## config.mk

```make
export PLATFORM = sky130hd
export DESIGN_NAME = cordic_quadrant_corrector_flat
export DESIGN_NICKNAME = d
export VERILOG_FILES = /design/src/rtl/cordic_pkg.sv /design/src/rtl/cordic_quadrant_corrector_if.sv /design/src/rtl/cordic_flag_fifo.sv /design/src/rtl/cordic_quadrant_corrector.sv /design/src/flat_wrapper.sv
export SDC_FILE = /design/constraint.sdc
export NUM_CORES = 1
export LEC_CHECK = 0
export ABC_AREA = 1
export ABC_CLOCK_PERIOD_IN_PS = 3900
export BUFFER_PORTS_ARGS = -buffer_cell sky130_fd_sc_hd__buf_4
export CORE_MARGIN = 2
export CORE_UTILIZATION = 50
export DETAILED_ROUTE_END_ITERATION = 10
export PLACE_DENSITY = 0.75
export SLEW_MARGIN = 0
export SYNTH_ARGS = -nofsm -noshare
export SYNTH_HDL_FRONTEND = slang
export SYNTH_HIERARCHICAL = 1
export SYNTH_SLANG_ARGS = --single-unit
```

## constraint.sdc

```tcl
create_clock -name clk -period 3.9 [get_ports clk]
set_input_delay 0.585 -clock clk [delete_from_list [all_inputs] [get_ports clk]]
set_output_delay 0.585 -clock clk [all_outputs]
set_load 0.005 [all_outputs]
```

## src/rtl/cordic_pkg.sv

```systemverilog
// Shared CORDIC definitions: Q4.12 limits, fixed-point angle constants, flip-flag
// bit layout and the saturating negate used when restoring quadrant signs.
package cordic_pkg;

  localparam int DATA_W = 16;
  localparam int FRAC_W = 12;

  localparam logic [DATA_W-1:0] Q_MAX = 16'h7FFF;
  localparam logic [DATA_W-1:0] Q_MIN = 16'h8000;

  localparam int K_INV     = 2487;
  localparam int PI_HALF   = 6434;
  localparam int PI_CONST  = 12868;
  localparam int PI_3_HALF = 19302;
  localparam int PI_X2     = 25736;

  localparam int FLAG_W = 2;
  localparam int FLAG_X = 1;
  localparam int FLAG_Y = 0;

  // The most negative code has no positive twin, so it clamps to Q_MAX.
  function automatic logic [DATA_W-1:0] sat_neg(input logic [DATA_W-1:0] v);
    return (v == Q_MIN) ? Q_MAX : -v;
  endfunction

endpackage

```

## src/rtl/cordic_quadrant_corrector_if.sv

```systemverilog
// Bundle of the flag-push, core-result and cos/sin output handshakes of the
// quadrant corrector; slave is the corrector side, master the surrounding logic.
interface cordic_quadrant_corrector_if #(
  parameter int DATA_W = cordic_pkg::DATA_W
);

  logic                     flag_push;
  logic                     flip_x_in;
  logic                     flip_y_in;
  logic                     flag_full;
  logic                     flag_empty;
  logic                     core_valid;
  logic signed [DATA_W-1:0] core_x;
  logic signed [DATA_W-1:0] core_y;
  logic                     core_ready;
  logic                     out_valid;
  logic                     out_ready;
  logic signed [DATA_W-1:0] cos_out;
  logic signed [DATA_W-1:0] sin_out;
  logic                     err_overflow;
  logic                     err_underflow;

  modport master (
    output flag_push, flip_x_in, flip_y_in, core_valid, core_x, core_y, out_ready,
    input  flag_full, flag_empty, core_ready, out_valid, cos_out, sin_out,
           err_overflow, err_underflow
  );

  modport slave (
    input  flag_push, flip_x_in, flip_y_in, core_valid, core_x, core_y, out_ready,
    output flag_full, flag_empty, core_ready, out_valid, cos_out, sin_out,
           err_overflow, err_underflow
  );

endinterface

```

## src/rtl/cordic_flag_fifo.sv

```systemverilog
// Small synchronous FIFO holding the per-angle flip flags while angles travel
// through the CORDIC core; a push is accepted when full only if a pop frees a slot.
module cordic_flag_fifo #(
  parameter int DEPTH = 4,
  parameter int PTR_W = 2,
  parameter int WIDTH = 2
) (
  input  logic             clk,
  input  logic             rst_n,
  input  logic             flush_i,
  input  logic             push_i,
  input  logic             pop_i,
  input  logic [WIDTH-1:0] wdata_i,
  output logic [WIDTH-1:0] rdata_o,
  output logic             full_o,
  output logic             empty_o
);

  localparam int CNT_W = PTR_W + 1;

  logic [WIDTH-1:0] mem_q [DEPTH];
  logic [PTR_W-1:0] wrPtr_q, wrPtr_d;
  logic [PTR_W-1:0] rdPtr_q, rdPtr_d;
  logic [CNT_W-1:0] count_q, count_d;
  logic             doPush;
  logic             doPop;

  assign full_o  = (count_q == CNT_W'(DEPTH));
  assign empty_o = (count_q == '0);
  assign doPop   = pop_i && !empty_o && !flush_i;
  assign doPush  = push_i && (!full_o || doPop) && !flush_i;
  assign rdata_o = mem_q[rdPtr_q];

  always_comb begin
    wrPtr_d = wrPtr_q;
    rdPtr_d = rdPtr_q;
    count_d = count_q;
    if (flush_i) begin
      wrPtr_d = '0;
      rdPtr_d = '0;
      count_d = '0;
    end else begin
      if (doPush) wrPtr_d = wrPtr_q + PTR_W'(1);
      if (doPop)  rdPtr_d = rdPtr_q + PTR_W'(1);
      case ({doPush, doPop})
        2'b10:   count_d = count_q + CNT_W'(1);
        2'b01:   count_d = count_q - CNT_W'(1);
        default: count_d = count_q;
      endcase
    end
  end

  always_ff @(posedge clk or negedge rst_n) begin
    if (!rst_n) begin
      wrPtr_q <= '0;
      rdPtr_q <= '0;
      count_q <= '0;
    end else begin
      wrPtr_q <= wrPtr_d;
      rdPtr_q <= rdPtr_d;
      count_q <= count_d;
    end
  end

  // Storage needs no reset: a slot is only read after it has been written.
  always_ff @(posedge clk) begin
    if (doPush) mem_q[wrPtr_q] <= wdata_i;
  end

endmodule

```

## src/rtl/cordic_quadrant_corrector.sv

```systemverilog
// Output stage of the CORDIC rotation path: pairs each core X/Y result with its
// queued flip flags, applies saturating sign correction and registers cos/sin.
module cordic_quadrant_corrector #(
  parameter int DATA_W     = 16,
  parameter int FLAG_DEPTH = 4,
  parameter int PTR_W      = 2
) (
  input  logic                        clk,
  input  logic                        rst_n,
  input  logic                        flush,
  cordic_quadrant_corrector_if.slave  bus
);

  import cordic_pkg::*;

  logic [FLAG_W-1:0] flagWr;
  logic [FLAG_W-1:0] flagRd;
  logic              flagFull;
  logic              flagEmpty;
  logic              coreReady;
  logic              coreFire;
  logic              flagPop;
  logic              outValid_q, outValid_d;
  logic [DATA_W-1:0] cosOut_q, cosOut_d;
  logic [DATA_W-1:0] sinOut_q, sinOut_d;
  logic              errOvf_q, errOvf_d;
  logic              errUnf_q, errUnf_d;

  // A single output register that can reload in the same cycle it is drained.
  assign coreReady = !outValid_q || bus.out_ready;
  assign coreFire  = bus.core_valid && coreReady;
  assign flagPop   = coreFire && !flagEmpty;

  always_comb begin
    flagWr         = '0;
    flagWr[FLAG_X] = bus.flip_x_in;
    flagWr[FLAG_Y] = bus.flip_y_in;
  end

  cordic_flag_fifo #(
    .DEPTH (FLAG_DEPTH),
    .PTR_W (PTR_W),
    .WIDTH (FLAG_W)
  ) u_flagFifo (
    .clk     (clk),
    .rst_n   (rst_n),
    .flush_i (flush),
    .push_i  (bus.flag_push),
    .pop_i   (flagPop),
    .wdata_i (flagWr),
    .rdata_o (flagRd),
    .full_o  (flagFull),
    .empty_o (flagEmpty)
  );

  // Flush drops pending work but keeps the last cos/sin and the sticky errors.
  always_comb begin
    outValid_d = outValid_q;
    cosOut_d   = cosOut_q;
    sinOut_d   = sinOut_q;
    errOvf_d   = errOvf_q;
    errUnf_d   = errUnf_q;
    if (flush) begin
      outValid_d = 1'b0;
    end else begin
      if (flagPop) begin
        outValid_d = 1'b1;
        cosOut_d   = flagRd[FLAG_X] ? sat_neg(bus.core_x) : bus.core_x;
        sinOut_d   = flagRd[FLAG_Y] ? sat_neg(bus.core_y) : bus.core_y;
      end else if (bus.out_ready) begin
        outValid_d = 1'b0;
      end
      if (coreFire && flagEmpty) errUnf_d = 1'b1;
      if (bus.flag_push && flagFull && !flagPop) errOvf_d = 1'b1;
    end
  end

  always_ff @(posedge clk or negedge rst_n) begin
    if (!rst_n) begin
      outValid_q <= 1'b0;
      cosOut_q   <= '0;
      sinOut_q   <= '0;
      errOvf_q   <= 1'b0;
      errUnf_q   <= 1'b0;
    end else begin
      outValid_q <= outValid_d;
      cosOut_q   <= cosOut_d;
      sinOut_q   <= sinOut_d;
      errOvf_q   <= errOvf_d;
      errUnf_q   <= errUnf_d;
    end
  end

  assign bus.core_ready    = coreReady;
  assign bus.flag_full     = flagFull;
  assign bus.flag_empty    = flagEmpty;
  assign bus.out_valid     = outValid_q;
  assign bus.cos_out       = cosOut_q;
  assign bus.sin_out       = sinOut_q;
  assign bus.err_overflow  = errOvf_q;
  assign bus.err_underflow = errUnf_q;

endmodule

```

## src/flat_wrapper.sv

```systemverilog
// flat-port wrapper written by rule: the top's interface ports become plain ports
module cordic_quadrant_corrector_flat import cordic_pkg::*;
#(
  parameter int DATA_W     = 16,
  parameter int FLAG_DEPTH = 4,
  parameter int PTR_W      = 2
)
  (clk, rst_n, flush, bus_flag_push, bus_flip_x_in, bus_flip_y_in, bus_core_valid, bus_core_x, bus_core_y, bus_out_ready, bus_flag_full, bus_flag_empty, bus_core_ready, bus_out_valid, bus_cos_out, bus_sin_out, bus_err_overflow, bus_err_underflow);
  cordic_quadrant_corrector_if #(.DATA_W(DATA_W)) bus_i ();
  input  logic clk;
  input  logic rst_n;
  input  logic flush;
  input wire logic [$bits(bus_i.flag_push)-1:0] bus_flag_push;
  input wire logic [$bits(bus_i.flip_x_in)-1:0] bus_flip_x_in;
  input wire logic [$bits(bus_i.flip_y_in)-1:0] bus_flip_y_in;
  input wire logic [$bits(bus_i.core_valid)-1:0] bus_core_valid;
  input wire logic [$bits(bus_i.core_x)-1:0] bus_core_x;
  input wire logic [$bits(bus_i.core_y)-1:0] bus_core_y;
  input wire logic [$bits(bus_i.out_ready)-1:0] bus_out_ready;
  output wire logic [$bits(bus_i.flag_full)-1:0] bus_flag_full;
  output wire logic [$bits(bus_i.flag_empty)-1:0] bus_flag_empty;
  output wire logic [$bits(bus_i.core_ready)-1:0] bus_core_ready;
  output wire logic [$bits(bus_i.out_valid)-1:0] bus_out_valid;
  output wire logic [$bits(bus_i.cos_out)-1:0] bus_cos_out;
  output wire logic [$bits(bus_i.sin_out)-1:0] bus_sin_out;
  output wire logic [$bits(bus_i.err_overflow)-1:0] bus_err_overflow;
  output wire logic [$bits(bus_i.err_underflow)-1:0] bus_err_underflow;
  assign bus_i.flag_push = bus_flag_push;
  assign bus_i.flip_x_in = bus_flip_x_in;
  assign bus_i.flip_y_in = bus_flip_y_in;
  assign bus_i.core_valid = bus_core_valid;
  assign bus_i.core_x = bus_core_x;
  assign bus_i.core_y = bus_core_y;
  assign bus_i.out_ready = bus_out_ready;
  assign bus_flag_full = bus_i.flag_full;
  assign bus_flag_empty = bus_i.flag_empty;
  assign bus_core_ready = bus_i.core_ready;
  assign bus_out_valid = bus_i.out_valid;
  assign bus_cos_out = bus_i.cos_out;
  assign bus_sin_out = bus_i.sin_out;
  assign bus_err_overflow = bus_i.err_overflow;
  assign bus_err_underflow = bus_i.err_underflow;
  cordic_quadrant_corrector #(.DATA_W(DATA_W), .FLAG_DEPTH(FLAG_DEPTH), .PTR_W(PTR_W)) u_core (.clk(clk), .rst_n(rst_n), .flush(flush), .bus(bus_i));
endmodule
```

==> out/results.txt, run 1 <==
CP Cell Sequence: nor2_1 > nand2_2 > inv_1 > inv_1 > nand2_4 > inv_1 > nand4_1 > inv_1 > fa_1 > xnor2_1 > nor2_1 > nor2_1 > nand3_1 > nand2_1
Pwr Density: 583 mW/mm^2
largest family of logic cells by synthesized area: simple AND/OR/NAND/NOR gates
Slew headroom: 0.634
Die Width: 84.2 microns
Core ar.: 0.00628 sq mm
GR Util met1: 0.263
FP Rows: 29
Ys Warns: 6
gr busiest metal: met2
share of cells above drive strength 1: 0.282
Final Skew: 11.1 ps
Synth Area in Adders: 0.0296
Pleak: 0.00200 uW
Ant. Diodes: 0
final hold vios: 0
Worst Setup Path Type: reg -> reg
syn_area_per_cell: 7.84 sq um
Netlist cell types: 42
Final GP Congestion: 0.895
Mapped Cells: 410
I/O pins: 78
CTS Root Cell: clkbuf_8
Worst setup SP type: flop
Starting Density: 0.512
Mapped Nets: 457
DR iter-0 viols: 183
number of global-route vias before repair: 2704
TritonCTS buffer count: 5
Post-route DRC: 0
Tot GR Track Use: 0.210
P_sw: 825 uW
XOR/XNOR share of the synthesized area: 0.0409
post-route antenna net violation count: 0
Setup Total Neg Slack: 0 ps
First-pass DRT Iterations: 4
Critical Path Max Stage Delay: 440 ps
final setup violating endpoints: 0
Min-Delay Path Class: in -> async
post-synthesis mux area share: 0
Synth Area in Simple Gates: 0.305
DR vias/cell: 4.94
initial antenna violation count: 0
min Tclk post-route: 2260 ps
Port-buffer cells: 77
Comb pwr share: 0.472
RSZ-0062 raised after global routing: false
Worst VDD drop: 0.379 mV
Max Slew Vio Count: 0
CP Data Required Time: 4150 ps
# hold bufs at CTS: 0
fin nets: 535
crit path from: u_core/u_flagFifo/count_q[0]
Post-CTS Setup Bufs: 0
Tcrit/Tclk final: 0.579
Netlist Area Pre-Place: 0.00321 sq mm
Routed WL per cell: 12.4 microns
area delta synth->final: 22.7%
Max Fclk: 0.443 GHz
first-pass GRT wire length: 12200 microns
P_int: 1470 uW
CP Max Fanout: 4
GR Overflow Total: 0
Clock Sink Count: 50
post-synthesis compound-gate area fraction: 0.120
Max Cap Violations: 0
Worst path most repeated cell: inv_1
Power Total: 2300 uW
Worst-Skew Late Latency: 310 ps
RR Startpoint: u_core/u_flagFifo/count_q[0]
dpl hpwl: 5300 microns
Crit-path slowest cell: dfrtp_1
largest net degree at the start of global routing: 43
Post-CTS Resized: 0
Post-synth EDFFs: 8
DR vias: 2795
Worst Tran Pin Value: 549 ps
net switching fraction of the power: 0.359
Sequential Power Share: 0.365
worst endpoint data arrival time: 2510 ps
post-synthesis sequential area ratio: 0.402
H-tree depth: 2
CTS tree: yes
routed wire length: 7030 microns
status: completed
Main synth FF type: dfrtp_1
CP Capture Type: flop
met3 Resource Use GR: 0.0423
Worst-path clk slew: 100 ps
final hold slack: 261 ps
#FFs+latches synth: 50
Die H: 84.2 microns
die area: 0.00709 sq mm
maximum root-to-sink buffer count: 2
asr flop ratio synth: 0.840
clock share of power: 0.164
grt met2 use: 0.360
==> cell usage after synthesis (5+ instances only) <==
master    count  area [sq um]
inv_1        62           233
xnor2_1       8          70.1
nor2_1       55           206
a21oi_1       5          25.0
o22ai_1       6          37.5
nand2_2       5          31.3
xor2_1        7          61.3
o21ai_0      17          85.1
nand2_1      86           323
ha_1          6          75.1
edfxtp_1      8           240
inv_2         5          18.8
o21ai_2       5          43.8
a21boi_2      6          67.6
nand3_1      27           135
or2_2        14          87.6
dfrtp_1      42          1050
==> cells by family (layout without fill, tap and decap cells) <==
| family | after synthesis | after routing |
|---|---|---|
| simple gates | 209 | 209 |
| fa+ha+maj | 7 | 7 |
| buf+inv | 76 | 155 |
| xor+xnor | 15 | 15 |
| flops | 50 | 50 |
| compound gates | 53 | 53 |
==> registers in the layout (all words and copies together) (netlist names) <==
signal	cells
u_core/bus.err_overflow	1
u_core/u_flagFifo/mem_q	8
u_core/bus.cos_out	16
u_core/u_flagFifo/rdPtr_q	2
u_core/u_flagFifo/count_q	3
u_core/bus.sin_out	16
u_core/bus.out_valid	1
u_core/u_flagFifo/wrPtr_q	2
u_core/bus.err_underflow	1
==> critical path: cells and delay by family (launching register included) <==
family | cells | cell delay (ps)
flip-flops | 1 | 440
adder cells (fa/ha/maj) | 1 | 380
XOR/XNOR | 1 | 210
buffers and inverters | 4 | 350
AND/OR/NAND/NOR | 8 | 840
==> per-stage QoR <==
stage                     setup slack [ps]  instance area [sq um]  instances  utilization
after floorplan                       1820                   3210        410            -
final                                 1640                   3940        566        0.628
after CTS                             1650                   3940        566        0.628
after detailed placement              1660                   3830        558        0.610
after global routing                  1370                   3940        566        0.628
after global placement                1750                   3830        558        0.610
==> layout make-up <==
| type | count | area [sq um] |
|---|---|---|
| Clock buffer | 5 | 68.8 |
| Clock inverter | 3 | 43.8 |
| Fill cell | 576 | 2330 |
| Inverter | 68 | 258 |
| Multi-Input combinational cell | 284 | 1590 |
| Sequential cell | 50 | 1290 |
| Tap cell | 77 | 96.3 |
| Timing Repair Buffer | 79 | 593 |
==> power by group through the flow <==
stage	Combinational, uW	Clock (uW)	Sequential (uW)
after global placement	1060	0	847
after detailed placement	1090	0	853
after floorplan	653	0	848
final	1080	376	838
after global routing	1220	409	866
after CTS	1090	388	840
==> layer usage <==
layer / part of all wire / vias to the layer above
li1: - / 1439
met1: 0.43 / 1271
met2: 0.51 / 77
met3: 0.049 / 8
met4: 0.017 / 0
met5: 0 / -
==> worst paths after layout <==
path,endpoint,slack [ps],cells after the start
worst min register to register,u_core/bus.sin_out[2],500,2
max in group asynchronous,u_core/bus.sin_out[15],3270,1
min in group clk,u_core/u_flagFifo/mem_q[2][0],480,1
worst min-delay path,u_core/bus.cos_out[15],260,1
worst max-delay path,u_core/u_flagFifo/count_q[2],1640,14
worst max register to register,u_core/u_flagFifo/count_q[2],1640,14
==> cell usage in the layout, fill, tap and decap left out, types with 7 or more instances in the layout <==
cell	n
buf_4	79
xnor2_1	8
edfxtp_1	8
dfrtp_1	42
nand2_1	86
o21ai_0	17
nand3_1	27
inv_1	62
xor2_1	7
nor2_1	55
or2_2	14
(Power assumes the default switching activity.)
==> run 2, diff against run 1 <==
- ABC_AREA: 1 -> 0
- ABC_CLOCK_PERIOD_IN_PS: 3900 -> 2000
- CORE_UTILIZATION: 50 -> 48
- PLACE_DENSITY: 0.75 -> 0.76
- clock period: 3.9 -> 2 ns (I/O delays scaled with it)
==> out/results.txt, run 2 <==
status: completed
area delta synth->final: 29.6%
Synth area leaders: dfrtp_1 (35%), edfxtp_1 (8.0%), xor2_1 (4.4%), nor2_1 (3.5%), o31ai_1 (3.0%)
DR vias: 2623
Ant. Diodes: 0
Worst VDD drop: 0.460 mV
Tcrit/Tclk final: 0.961
Core ar.: 0.00599 sq mm
P_int: 2320 uW
final instance area: 0.00390 sq mm
Ys Warns: 6
top cells by count, synth: dfrtp_1 (42), nor2_1 (28), a21oi_1 (16)
net switching fraction of the power: 0.304
Sequential Power Share: 0.453
XOR/XNOR share of the synthesized area: 0.0727
dpl hpwl: 5040 microns
post-route antenna net violation count: 0
dpl cell area: 0.00378 sq mm
Synth Area in Adders: 0.0316
most common cell in the netlist: dfrtp_1
post-synthesis compound-gate area fraction: 0.199
maximum root-to-sink buffer count: 2
Worst setup SP type: flop
Worst-Skew Late Latency: 290 ps
Final GP Congestion: 0.851
Mapped Cells: 298
min Tclk post-route: 1920 ps
Starting Density: 0.503
DR vias/cell: 5.69
Critical Path Max Stage Delay: 450 ps
largest net degree at the start of global routing: 43
Slew headroom: 0.636
Pwr Density: 852 mW/mm^2
first-pass GRT wire length: 11900 microns
Synth Area in Simple Gates: 0.177
post-synth top area cell: dfrtp_1
R2R Setup Slk: 80 ps
Port-buffer cells: 77
commonest non-fill, non-tap cell in the layout: buf_4
Worst-path clk slew: 90 ps
Max Slew Vio Count: 0
TritonCTS buffer count: 5
Max Cap Violations: 0
H-tree depth: 2
post-synthesis sequential area ratio: 0.429
die area: 0.00692 sq mm
Die Width: 83.2 microns
asr flop ratio synth: 0.840
GR Overflow Total: 0
DR iter-0 viols: 151
final hold slack: 211 ps
CP Data Required Time: 2220 ps
Die H: 83.2 microns
Tot GR Track Use: 0.202
Netlist Area Pre-Place: 0.00301 sq mm
Main synth FF type: dfrtp_1
Final Skew: 5.28 ps
Setup Total Neg Slack: 0 ps
#FFs+latches synth: 50
Comb pwr share: 0.367
Post-route DRC: 0
First-pass DRT Iterations: 4
Min-Delay Path Class: in -> reg
fin nets: 432
post-synthesis mux area share: 0.0287
utilization after layout: 0.651
CP Max Fanout: 3
Worst Tran Pin Value: 545 ps
Routed WL per cell: 15.2 microns
most frequent cells in the layout: buf_4 (100), dfrtp_1 (38), nor2_1 (27), a21oi_1 (16), xor2_1 (15)
final hold vios: 0
CTS Root Cell: clkbuf_8
P_sw: 1010 uW
syn_area_per_cell: 10.1 sq um
CP Cell Sequence: nor3_4 > nor2_2 > o31ai_4 > nor3_2 > fa_2 > or4_1 > a31oi_1
Pleak: 0.00164 uW
fill cell count: 491
final setup violating endpoints: 0
Max Fclk: 0.520 GHz
FP Rows: 28
worst endpoint data arrival time: 2140 ps
largest family of logic cells by synthesized area: compound AO/OA/AOI/OAI gates
share of cells above drive strength 1: 0.368
Worst Setup Path Type: reg -> reg
CP Capture Type: flop
RSZ-0062 raised after global routing: true
routed wire length: 7010 microns
I/O pins: 78
CTS tree: yes
Clock Sink Count: 50
Mapped Nets: 345
Post-synth EDFFs: 8
initial antenna violation count: 0
number of global-route vias before repair: 2571
clock share of power: 0.180
Netlist cell types: 61
share of the synthesized area in the top cell type: 0.349
Crit-path slowest cell: dfrtp_2
## run 2: cell count changes after synthesis, sizes merged, moves of 11 or more
| cell | change |
|---|---|
| or2 | -13 |
| o21ai | -11 |
| a21oi | +11 |
| clkbuf | +15 |
| inv | -56 |
| nor2 | -30 |
| nand2 | -84 |
| o31ai | +12 |
| nand3 | -27 |
## run 2: layout make-up
class,instances,area (sq um),share of cell area
clock buffers,7,86.3,0.0221
clock inverters,1,5.00,0.00128
inverters,12,45.0,0.0115
multi-input cells,214,1600,0.409
flip-flops and latches,50,1300,0.332
well taps,75,93.8,0.0240
repair buffers,102,781,0.200
## run 2: worst paths after layout
| check | from | to | depth (start not counted) |
|---|---|---|---|
| worst min register to register | u_core/bus.err_overflow | u_core/bus.err_overflow | 2 |
| min in group asynchronous | rst_n | u_core/bus.sin_out[2] | 2 |
| worst max-delay path | u_core/u_flagFifo/count_q[1] | u_core/u_flagFifo/count_q[2] | 7 |
| worst min-delay path | bus_flip_x_in | u_core/u_flagFifo/mem_q[0][1] | 1 |
| max in group asynchronous | rst_n | u_core/u_flagFifo/rdPtr_q[0] | 2 |
| worst max register to register | u_core/u_flagFifo/count_q[1] | u_core/u_flagFifo/count_q[2] | 7 |
## run 2: power groups by stage
stage / Clock, uW / Combinational [uW] / Sequential [uW]
global route: 657 / 1350 / 1550
floorplan: 0 / 536 / 1520
global placement: 0 / 1190 / 1520
CTS: 618 / 1230 / 1510
finish: 600 / 1220 / 1510
detailed placement: 0 / 1220 / 1530
## run 2: what timing repair did
item / in CTS / in global routing
setup endpoints to repair: 0 / 12
setup buffers: 0 / 1
hold buffers: 1 / 0
hold endpoints to repair: 23 / 0
gates resized for setup: 0 / 6
## run 2: routing by layer
| metal | GRT usage | routed length, microns | up-vias |
|---|---|---|---|
| met4 | 0.0283 | 19 | 0 |
| met3 | 0.0368 | 364 | 2 |
| met2 | 0.349 | 3480 | 65 |
| li1 | - | - | 1271 |
| met1 | 0.271 | 3150 | 1285 |
| met5 | 0 | 0 | - |
## run 2: cell families (layout without fill, tap and decap cells)
kind of cell / count (synthesis) / in the layout
AND/OR/NAND/NOR: 92 / 92
adder cells (fa/ha/maj): 7 / 7
buffers and inverters: 34 / 122
XOR/XNOR: 25 / 25
AO/OA/AOI/OAI: 84 / 84
multiplexers: 6 / 6
flip-flops: 50 / 50
## run 2: critical path, delay by kind of cell, from the launching register on
| family | cells | cell delay (ps) |
|---|---|---|
| compound gates | 2 | 240 |
| fa+ha+maj | 1 | 370 |
| flops | 1 | 450 |
| simple gates | 4 | 780 |
## run 2: per-stage QoR
stage	cells	setup WS [ps]	total power (uW)
finish	461	77.6	3330
global placement	451	-75.6	2710
floorplan	298	-166	2060
CTS	460	13.0	3350
global route	461	-17.8	3550
detailed placement	451	-135	2750
==> run 3, diff against run 2 <==
- CTS_BUF_LIST: not set -> sky130_fd_sc_hd__clkbuf_8 sky130_fd_sc_hd__clkbuf_16
==> out/results.txt, run 3 (synthesis gave the netlist of run 2 again) <==
status: completed
CP Max Fanout: 3
Worst setup SP type: flop
WHS Endpoint: u_core/u_flagFifo/mem_q[0][1]
Max Slew Vio Count: 0
die area: 0.00692 sq mm
Starting Density: 0.503
Max Fclk: 0.520 GHz
H-tree depth: 2
CP Data Required Time: 2220 ps
most frequent cells in the layout: buf_4 (100), dfrtp_1 (38), nor2_1 (27), a21oi_1 (16), xor2_1 (15)
Worst Tran Pin Value: 542 ps
Clock Sink Count: 50
Tot GR Track Use: 0.202
Final GP Congestion: 0.851
hold_sp: bus_flip_x_in
maximum root-to-sink buffer count: 2
fin cells: 461
dpl hpwl: 5040 microns
min Tclk post-route: 1920 ps
Worst Setup Path Type: reg -> reg
First-pass DRT Iterations: 4
number of global-route vias before repair: 2571
post-route antenna net violation count: 0
Tcrit/Tclk final: 0.961
CP Capture Type: flop
Min-Delay Path Class: in -> reg
commonest non-fill, non-tap cell in the layout: buf_4
final setup violating endpoints: 0
DR iter-0 viols: 149
Reg2Reg Depth: 7
Core ar.: 0.00599 sq mm
Pwr Density: 851 mW/mm^2
Worst VDD drop: 0.460 mV
final hold slack: 211 ps
Worst-Skew Late Latency: 290 ps
share of cells above drive strength 1: 0.368
GR Overflow Total: 0
Die H: 83.2 microns
Ant. Diodes: 0
initial antenna violation count: 0
RSZ-0062 raised after global routing: true
Worst R2R End: u_core/u_flagFifo/count_q[2]
worst endpoint data arrival time: 2140 ps
Die Width: 83.2 microns
R2R Setup Slk: 80 ps
DR vias/cell: 5.68
Pleak: 0.00165 uW
largest net degree at the start of global routing: 43
TritonCTS buffer count: 5
DR vias: 2620
Port-buffer cells: 77
FP Rows: 28
CTS Root Cell: clkbuf_8
Placed Cells incl. Taps: 451
Hold Path Cell Cnt: 1
Slew headroom: 0.638
Worst-path clk slew: 90 ps
Max Cap Violations: 0
area delta synth->final: 29.6%
I/O pins: 78
final hold vios: 0
RR Startpoint: u_core/u_flagFifo/count_q[1]
fill cell count: 491
Routed WL per cell: 15.2 microns
routed wire length: 6990 microns
CTS tree: yes
Post-route DRC: 0
Final Skew: 5.73 ps
first-pass GRT wire length: 11900 microns
fin nets: 432
run 3: changes by cell type in the layout (fill, tap and decap cells not counted), sizes merged:
cell	previous run	this run
clkbuf	7	6
inv	12	13
run 3: area by class of cell:
cell class	instances	area, sq um	area share
tap	75	93.8	0.0240
clock inverter	2	8.76	0.00224
multi-input combinational	214	1600	0.409
sequential	50	1300	0.332
clock buffer	6	82.6	0.0212
inverter	12	45.0	0.0115
timing repair buffer	102	781	0.200
run 3: worst max path at each step:
stage                                  from                      endpoint
6_report       u_core/u_flagFifo/count_q[1]  u_core/u_flagFifo/count_q[2]
3_3_place_gp                  bus_core_x[0]         u_core/bus.cos_out[9]
3_5_place_dp                  bus_core_x[0]         u_core/bus.cos_out[6]
2_1_floorplan  u_core/u_flagFifo/count_q[1]  u_core/u_flagFifo/count_q[2]
5_1_grt        u_core/u_flagFifo/count_q[1]  u_core/u_flagFifo/count_q[2]
4_1_cts        u_core/u_flagFifo/count_q[0]  u_core/u_flagFifo/count_q[2]
run 3: layer usage:
metal  routed length (microns)  global-route usage  vias to the layer above
met2                      3460               0.349                       67
met1                      3140               0.271                     1279
li1                          -                   -                     1272
met5                         0                   0                        -
met4                        19              0.0283                        0
met3                       370              0.0368                        2
run 3: timing repair:
item                       4_1_cts  5_1_grt
hold endpoints to repair        23        0
gates resized for setup          0        6
hold buffers                     1        0
setup buffers                    0        1
setup endpoints to repair        0       12
run 3: where the power goes:
group          leakage, uW  internal, uW  switching [uW]
Clock            0.0000524           275             321
Sequential        0.000554          1330             178
Combinational      0.00104           709             512
Total              0.00165          2310            1010
run 3: stage by stage:
step	setup TNS, ps	setup WS, ps	area (sq um)	utilization	total power (uW)
detailed placement	-1640	-135	3780	0.631	2750
CTS	0	13.0	3880	0.648	3350
global placement	-957	-75.6	3780	0.631	2710
finish	0	77.4	3900	0.651	3320
global route	-17.8	-17.8	3900	0.651	3550
floorplan	-183	-166	3050	-	2060
run 3: worst max-delay path, cell delays in order (launching register included):
cell	delay [ps]
dfrtp_2	450
nor3_4	210
nor2_2	70
o31ai_4	70
nor3_2	90
fa_2	370
or4_1	410
a31oi_1	170
